[config.mk]
export PLATFORM = sky130hd
export DESIGN_NAME = if_id_fetch
export DESIGN_NICKNAME = d
export VERILOG_FILES = /design/src/rtl/if_id_fetch.sv
export SDC_FILE = /design/constraint.sdc
export NUM_CORES = 1
export LEC_CHECK = 0
export CAP_MARGIN = 20
export CORE_MARGIN = 10
export CORE_UTILIZATION = 51
export CTS_BUF_LIST = sky130_fd_sc_hd__clkbuf_4 sky130_fd_sc_hd__clkbuf_8
export DETAILED_ROUTE_END_ITERATION = 6
export PLACE_DENSITY = 0.83
export SKIP_CTS_REPAIR_TIMING = 1
export SLEW_MARGIN = 20
export SYNTH_ARGS = -nofsm -noshare
export SYNTH_HDL_FRONTEND = slang
export SYNTH_SLANG_ARGS = --single-unit
[constraint.sdc]
create_clock -name clk -period 2.48 [get_ports clk]
set_clock_uncertainty 0.1 [all_clocks]
set_input_delay 0.372 -clock clk [delete_from_list [all_inputs] [get_ports clk]]
set_output_delay 0.372 -clock clk [all_outputs]
set_load 0.1 [all_outputs]
[src/rtl/if_id_fetch.sv]
`default_nettype none
// +------------------------------------------------------------------------+
// | if_id_fetch : instruction fetch stage with IF/ID pipeline register.     |
// | Optional perf counters enabled by defining IF_ID_PERF_CNT_EN.           |
// | Revision: 1.0                                                           |
// +------------------------------------------------------------------------+
module if_id_fetch #(
    parameter logic [31:0] RESET_PC  = 32'h0000_0000,
    parameter logic [31:0] NOP_INSTR = 32'h0000_0000
) (
    input  logic        clk,
    input  logic        rst,
    output logic        imem_req,
    output logic [31:0] imem_addr,
    input  logic        imem_ready,
    input  logic [31:0] imem_rdata,
    input  logic        stall,
    input  logic        redirect,
    input  logic [31:0] redirect_pc,
    output logic [31:0] out_pc,
    output logic [31:0] out_instruction,
    output logic        out_valid,
    output logic [31:0] perf_fetched,
    output logic [31:0] perf_stalls
);

    typedef enum logic [1:0] {
        ST_FETCH    = 2'd0,
        ST_BUFFERED = 2'd1,
        ST_DRAIN    = 2'd2
    } state_t;

    state_t      state_q, state_d;
    logic [31:0] pc_q, pc_d;
    logic [31:0] drain_addr_q, drain_addr_d;
    logic [31:0] out_pc_q, out_pc_d;
    logic [31:0] out_instr_q, out_instr_d;
    logic        out_valid_q, out_valid_d;
    logic [31:0] buf_pc_q, buf_pc_d;
    logic [31:0] buf_instr_q, buf_instr_d;
    logic [31:0] pc_plus4;

    assign pc_plus4 = pc_q + 32'd4;

    always_comb begin
        state_d      = state_q;
        pc_d         = pc_q;
        drain_addr_d = drain_addr_q;
        out_pc_d     = out_pc_q;
        out_instr_d  = out_instr_q;
        out_valid_d  = out_valid_q;
        buf_pc_d     = buf_pc_q;
        buf_instr_d  = buf_instr_q;

        if (redirect) begin
            pc_d        = redirect_pc;
            out_valid_d = 1'b0;
            out_instr_d = NOP_INSTR;
            buf_pc_d    = 32'd0;
            buf_instr_d = NOP_INSTR;
            // An outstanding request must still complete its handshake.
            if ((state_q != ST_BUFFERED) && !imem_ready) begin
                state_d = ST_DRAIN;
                if (state_q == ST_FETCH) begin
                    drain_addr_d = pc_q;
                end
            end else begin
                state_d = ST_FETCH;
            end
        end else begin
            case (state_q)
                ST_FETCH: begin
                    if (imem_ready) begin
                        pc_d = pc_plus4;
                        if (stall) begin
                            buf_pc_d    = pc_plus4;
                            buf_instr_d = imem_rdata;
                            state_d     = ST_BUFFERED;
                        end else begin
                            out_pc_d    = pc_plus4;
                            out_instr_d = imem_rdata;
                            out_valid_d = 1'b1;
                        end
                    end
                end
                ST_BUFFERED: begin
                    if (!stall) begin
                        out_pc_d    = buf_pc_q;
                        out_instr_d = buf_instr_q;
                        out_valid_d = 1'b1;
                        state_d     = ST_FETCH;
                    end
                end
                ST_DRAIN: begin
                    if (imem_ready) begin
                        state_d = ST_FETCH;
                    end
                end
                default: begin
                    state_d = ST_FETCH;
                end
            endcase
        end
    end

    always_ff @(posedge clk) begin
        if (!rst) begin
            state_q      <= ST_FETCH;
            pc_q         <= RESET_PC;
            drain_addr_q <= 32'd0;
            out_pc_q     <= 32'd0;
            out_instr_q  <= NOP_INSTR;
            out_valid_q  <= 1'b0;
            buf_pc_q     <= 32'd0;
            buf_instr_q  <= NOP_INSTR;
        end else begin
            state_q      <= state_d;
            pc_q         <= pc_d;
            drain_addr_q <= drain_addr_d;
            out_pc_q     <= out_pc_d;
            out_instr_q  <= out_instr_d;
            out_valid_q  <= out_valid_d;
            buf_pc_q     <= buf_pc_d;
            buf_instr_q  <= buf_instr_d;
        end
    end

    // Request is suppressed in the reset cycle itself, not just after it.
    assign imem_req        = rst && (state_q != ST_BUFFERED);
    assign imem_addr       = (state_q == ST_DRAIN) ? drain_addr_q : pc_q;
    assign out_pc          = out_pc_q;
    assign out_instruction = out_instr_q;
    assign out_valid       = out_valid_q;

`ifdef IF_ID_PERF_CNT_EN
    logic [31:0] perf_fetched_q, perf_fetched_d;
    logic [31:0] perf_stalls_q, perf_stalls_d;
    logic        fetch_load;

    always_comb begin
        fetch_load = !redirect && !stall &&
                     (((state_q == ST_FETCH) && imem_ready) || (state_q == ST_BUFFERED));
        perf_fetched_d = perf_fetched_q + (fetch_load ? 32'd1 : 32'd0);
        perf_stalls_d  = perf_stalls_q + (stall ? 32'd1 : 32'd0);
    end

    always_ff @(posedge clk) begin
        if (!rst) begin
            perf_fetched_q <= 32'd0;
            perf_stalls_q  <= 32'd0;
        end else begin
            perf_fetched_q <= perf_fetched_d;
            perf_stalls_q  <= perf_stalls_d;
        end
    end

    assign perf_fetched = perf_fetched_q;
    assign perf_stalls  = perf_stalls_q;
`else
    assign perf_fetched = 32'd0;
    assign perf_stalls  = 32'd0;
`endif

endmodule
`default_nettype wire
Yosys cells after proc, flatten, opt, wreduce, memory -nomap -nowiden
Index checks and enable logic that the tools add are counted.
Word-level totals
  logic and storage cells: 58
  input port bits: 69
  output and inout port bits: 162
  flip-flop bits (word level): 195
Cells by class
  bitwise operators: 2
  reduce and logical (&&, ||, !) cells: 15
  add/sub/neg operators: 1
  equal/unequal tests: 10
  multiplexer cells: 22
Operators by type and width (number)
  $mux W32: 10
  $pmux W32 S2: 2
  $add A32 B3 Y32 const B: 1
  $mux W2: 6
  $ne A3 B3 Y1 const B: 4
  $reduce_and A4 Y1: 2
  $ne A2 B2 Y1 const B: 3
  $pmux W2 S3: 1
  $reduce_and A3 Y1: 2
  $reduce_bool A2 Y1: 3
  $reduce_and A5 Y1: 1
  $reduce_and A2 Y1: 2
  $eq A2 B1 Y1 const B: 1
  $eq A2 B2 Y1 const B: 1
  $logic_and A1 B1 Y1: 2
  $logic_not A2 Y1: 1
  $mux W1: 2
  $ne A2 B1 Y1 const B: 1
  $not A1 Y1: 2
  $pmux W1 S2: 1
  $reduce_or A2 Y1: 1
  $logic_not A1 Y1: 1

Depth between registers and ports, before layout
Gate-level depths: netlist of run 1.
  word-level depth: 4
  mapped depth: 8
  gate-level depth less buffers: 6

Least setup slack after synthesis of run 1
OpenSTA, ideal clock, no wires.
  path kind: reg2out
  start: register state_q[1]
  end: output port imem_addr[18]
  buffers on the path: 2
  stages on the path, launching flop included: 5
  slack: -1.004 ns
  arrival: 3.012 ns
  required time: 2.008 ns
  path through: dfxtp_1 nor2b_1 clkbuf_1 clkbuf_1 o21ai_0
On the way
  cells in the longest elaborated chain, start to end: 2
RTL lines
  start, declared: line 33  | state_t state_q, state_d;
  start signal, assigned: line 117  | state_q <= state_d;
  $eq A2 B2 Y1: line 130  | assign imem_addr = (state_q == ST_DRAIN) ? drain_addr_q : pc_q;
  $mux W32: line 130
  end, declared: line 14  | output logic [31:0] imem_addr,
No other way between the ends.

Worst setup path in the final report of run 1
  start: register state_q[1]
  end: output port imem_addr[7]
The elaborated chain is that of the path after synthesis.

==> run summary, run 1 <==
In the routed design, unresolved DRC markers number 0. The deepest level of the CTS H-tree came out at 4. The required time reported for the critical path endpoint came out at 2.01 ns. The number of flops mapped to enable cells by yosys came out at 0.

The clock-pin slew of the registers on the worst-case setup and hold paths came out at roughly 0.10 ns. The clock power share came out at ~28%. The floorplan step set the die height to 154 um. The async set-or-reset flop fraction in the synthesized netlist is 0%. The largest single stage delay on the critical path is 0.43 ns. In this run, the number of DRC markers left after iteration 0 of detailed routing was approximately 770. The core region is 17800 um2. The flow ran to the end, and the final reports show no timing, DRC or antenna violations. The synthesis-to-layout area growth came out at 25.5%. The worst register-to-register path begins at pc_q[15]. The cell family contributing the most delay on the critical path is flip-flops. After layout, the worst path uses 96.6% of the clock period. The antenna diode count came out at 0.

In this run, flip-flops and latches consume 45.7% of the power. The overall global routing resource usage is 21.0%. The worst hold path depth is 2. TritonCTS built the clock tree. The number of antenna violations at the first check in global routing is 0.

The count of cell instances traversed by the critical path came out at 4. The worst pin sits at a relative slew slack of 54.2%. For this design, the sink count on the clock tree is 195. The library cell with the highest instance count after synthesis is sky130_fd_sc_hd__nand2_1.

The count of cells along the worst register-to-register path came out at 5. The register area share after synthesis is 42.4%. After synthesis, the most frequently instantiated cells are sky130_fd_sc_hd__nand2_1 (240), sky130_fd_sc_hd__dfxtp_1 (195), sky130_fd_sc_hd__a21oi_1 (124), sky130_fd_sc_hd__clkbuf_1 (88), sky130_fd_sc_hd__nor2_1 (82). The tree is rooted in a sky130_fd_sc_hd__clkbuf_8. Global routing finished with a remaining overflow of 0. The slew at the pin closest to its max-slew limit is 0.686 ns.

The startpoint identified for the worst hold timing path is drain_addr_q[2]. The layout net count is ~1400. The worst hold path belongs to the class reg -> reg.

The instance area after placement is 11200 um2. The biggest area contributor in the post-synthesis netlist is sky130_fd_sc_hd__dfxtp_1. The slowest stage cell on the critical path is sky130_fd_sc_hd__dfxtp_2.

The post-route netlist has between 10% and 20% of its cells at a drive strength greater than 1. The power per standard cell area is 631 nW/um2. The sum of negative setup slack is 0 ns. For this configuration, the core starts out at a cell density of 51.6%.

The routed via count divided by cell count came out at 5.52. The final-report hold violation count came out at 0. Each instance of the synthesized netlist takes up on average 7.97 um2.

Net switching is 37.2% of the power. After legalization and detailed placement, the total HPWL measured 18800 um. The residual antenna-violating net count after detailed routing is 0. The post-synthesis cell area came out at between 9000 and 10000 um2. The clock period could shrink to 2.40 ns. For this run, the number of Yosys warnings is 0. The number of slew-limit violations in the final report came to 0. Power comes to 7.30 mW.

The maximum clock rate came out at about 420 MHz. The number of CTS-inserted buffers came out at 17. The critical path is of the reg -> out type. The critical path goes through nor2b_4 > buf_12 > mux2_2 > buf_12.

The commonest register cell after synthesis is sky130_fd_sc_hd__dfxtp_1. The share of total power dissipated in combinational logic is 26.8%. Fill cells in the final layout number approximately 1500. The highest ir drop seen on vdd is 0.000487 V.

Data arrives at the worst endpoint at 1.92 ns. The clock tree buffer depth came out at 2. Internal power comes to 4.58 mW.

The power dissipated by switching net loads is 2.71 mW. The final standard cell utilization of the core is 64.8%. The largest fanout of any net on the critical path is 37. The count of state elements after synthesis came out at 195. The critical path starts at state_q[1]. The maximum number of pins on one net before global-route repair is 66. The buffer and inverter count on the worst path is 2. The final-report setup violation count is 0.

Buffers placed on the I/O ports in this run total ~170. The area enclosed by the die boundary came out at 23800 um2. For this block, the routed nets add up to 26000 um of wire. The standby leakage power came out at roughly 4.3 nW.

Dividing the detail-routed wire length by the instance count gives 17.1 um. The via count of the first global-routing pass came out at 7925. The die is 154 um wide. The area share of the leading cell type in the synthesized netlist is 42.4%. The multi-input logic area is roughly 4600 um2.

At the end of routability-driven placement, the weighted congestion stood at around 0.9. The most numerous cell on the critical path is sky130_fd_sc_hd__buf_12. The count of vias placed by the detailed router came out at 8422. The endpoint kind of the worst setup timing path is a primary output.

The count of mapped cells out of synthesis came out at 1156. The global-route wire length before repair is ~42000 um. The max-capacitance violation count came out at 0. The latest clock arrival within the worst-skew pair came out at 0.48 ns. The flip-flop and latch area is 3910 um2. The total iterations of the first detailed-routing run is 5.

Yosys attributes the largest share of cell area to sky130_fd_sc_hd__dfxtp_1 (42%), sky130_fd_sc_hd__nand2_1 (9.8%), sky130_fd_sc_hd__a21oi_1 (6.7%), sky130_fd_sc_hd__buf_4 (5.2%), sky130_fd_sc_hd__xnor2_1 (4.3%). STA classifies the critical path startpoint as a flop. The count of boundary I/O pins came out at 231. With fillers left out, the area of the finished cells amounts to 11600 um2. In this run the core area contains 49 standard-cell rows. Setup repair after global routing left no endpoint under its margin. The count of different cell masters after synthesis came out at 55.
## power by group through the flow
stage	Sequential, mW	Combinational (mW)	Clock [mW]
after floorplan	3.61	1.26	0
after global placement	3.40	1.93	0
after detailed placement	3.41	1.95	0
after CTS	3.33	1.95	2.03
after global routing	3.35	2.05	2.16
final	3.34	1.96	2.01
## kinds of logic after synthesis
kind of cell | count (synthesis) | share of synthesized area, %
AND/OR/NAND/NOR | 438 | 21.6
AO/OA/AOI/OAI | 259 | 16.8
flip-flops | 195 | 42.4
buffers and inverters | 178 | 10.2
XOR/XNOR | 52 | 4.94
multiplexers | 32 | 3.86
adder cells (fa/ha/maj) | 1 | 0.136
other | 1 | 0.0407
## path summary, 6_finish.rpt
check                    endpoint  slack (ns)
setup / recovery     imem_addr[7]        0.08
hold / removal    drain_addr_q[2]        0.36
setup reg to reg       out_pc[29]        0.16
hold reg to reg   drain_addr_q[2]        0.36
## sequential cells by signal (all words and copies together), names as in the netlist
name / cells
state_q: 2
out_instruction: 32
buf_pc_q: 32
buf_instr_q: 32
drain_addr_q: 32
pc_q: 32
out_valid: 1
out_pc: 32
## stage by stage
| step | instances | worst slack, ns | hold slack [ns] |
|---|---|---|---|
| floorplan | 1219 | -0.260 | 0.333 |
| global placement | 1495 | 0.0819 | 0.338 |
| global route | 1527 | 0.0258 | 0.347 |
| finish | 1527 | 0.0835 | 0.357 |
| CTS | 1527 | -0.0412 | 0.338 |
| detailed placement | 1495 | -0.0955 | 0.347 |
## worst reg2reg max path, cell delays in order, from the launching register on
cell	delay, ns
sky130_fd_sc_hd__dfxtp_1	0.51
sky130_fd_sc_hd__nand3_1	0.18
sky130_fd_sc_hd__or4_4	0.69
sky130_fd_sc_hd__nor4_2	0.34
sky130_fd_sc_hd__xnor2_1	0.24
sky130_fd_sc_hd__o22ai_1	0.14
## area by class of cell
class                   count  area share, %
repair buffers            219           20.1
clock inverters            14           1.10
clock buffers              18           2.09
multi-input cells         846           40.2
inverters                   6          0.195
well taps                 229           2.48
flip-flops and latches    195           33.8
## routing by layer
layer  up-vias  GRT usage [%]  share of wire [%]
met2       360           32.9                 47
met3        46           5.63                8.5
met5         -              0                  0
met1      3920           27.7                 43
met4         0           6.52                2.0
li1       4096              -                  -
## cell usage in the layout, fill, tap and decap left out, types with 3 or more instances in the layout
| master | count |
|---|---|
| sky130_fd_sc_hd__nor4_2 | 6 |
| sky130_fd_sc_hd__clkinv_2 | 4 |
| sky130_fd_sc_hd__xor2_1 | 7 |
| sky130_fd_sc_hd__inv_6 | 4 |
| sky130_fd_sc_hd__nand2_1 | 239 |
| sky130_fd_sc_hd__conb_1 | 64 |
| sky130_fd_sc_hd__nor4_1 | 13 |
| sky130_fd_sc_hd__and4_1 | 3 |
| sky130_fd_sc_hd__mux2i_1 | 4 |
| sky130_fd_sc_hd__buf_4 | 110 |
| sky130_fd_sc_hd__o221ai_1 | 4 |
| sky130_fd_sc_hd__a31oi_1 | 3 |
| sky130_fd_sc_hd__clkbuf_8 | 17 |
| sky130_fd_sc_hd__nand4_1 | 11 |
| sky130_fd_sc_hd__dfxtp_1 | 194 |
| sky130_fd_sc_hd__o21ai_0 | 47 |
| sky130_fd_sc_hd__o21ai_1 | 6 |
| sky130_fd_sc_hd__or3_1 | 8 |
| sky130_fd_sc_hd__a211oi_1 | 15 |
| sky130_fd_sc_hd__inv_1 | 4 |
| sky130_fd_sc_hd__nor3_2 | 8 |
| sky130_fd_sc_hd__nor3_1 | 8 |
| sky130_fd_sc_hd__nor2_1 | 80 |
| sky130_fd_sc_hd__xnor2_1 | 45 |
| sky130_fd_sc_hd__and3_1 | 15 |
| sky130_fd_sc_hd__mux2_2 | 28 |
| sky130_fd_sc_hd__a21oi_1 | 124 |
| sky130_fd_sc_hd__a311oi_1 | 37 |
| sky130_fd_sc_hd__buf_12 | 41 |
| sky130_fd_sc_hd__or4_1 | 3 |
| sky130_fd_sc_hd__nand3_1 | 29 |
| sky130_fd_sc_hd__o22ai_1 | 11 |
| sky130_fd_sc_hd__clkdlybuf4s50_1 | 68 |
| sky130_fd_sc_hd__clkinvlp_4 | 3 |
Note: power is estimated with default switching activity, not from simulation.
==> inputs of run 2 (changes only) <==
SLEW_MARGIN = not set   (was 20)
==> results of run 2 <==
Same layout as run 1: the final DEF is identical, and so are final timing and power.
==> inputs of run 3 (changes only) <==
ABC_CLOCK_PERIOD_IN_PS = 2480   (was not set)
==> results of run 3 <==
Same layout as run 1: the final DEF is identical, and so are final timing and power.
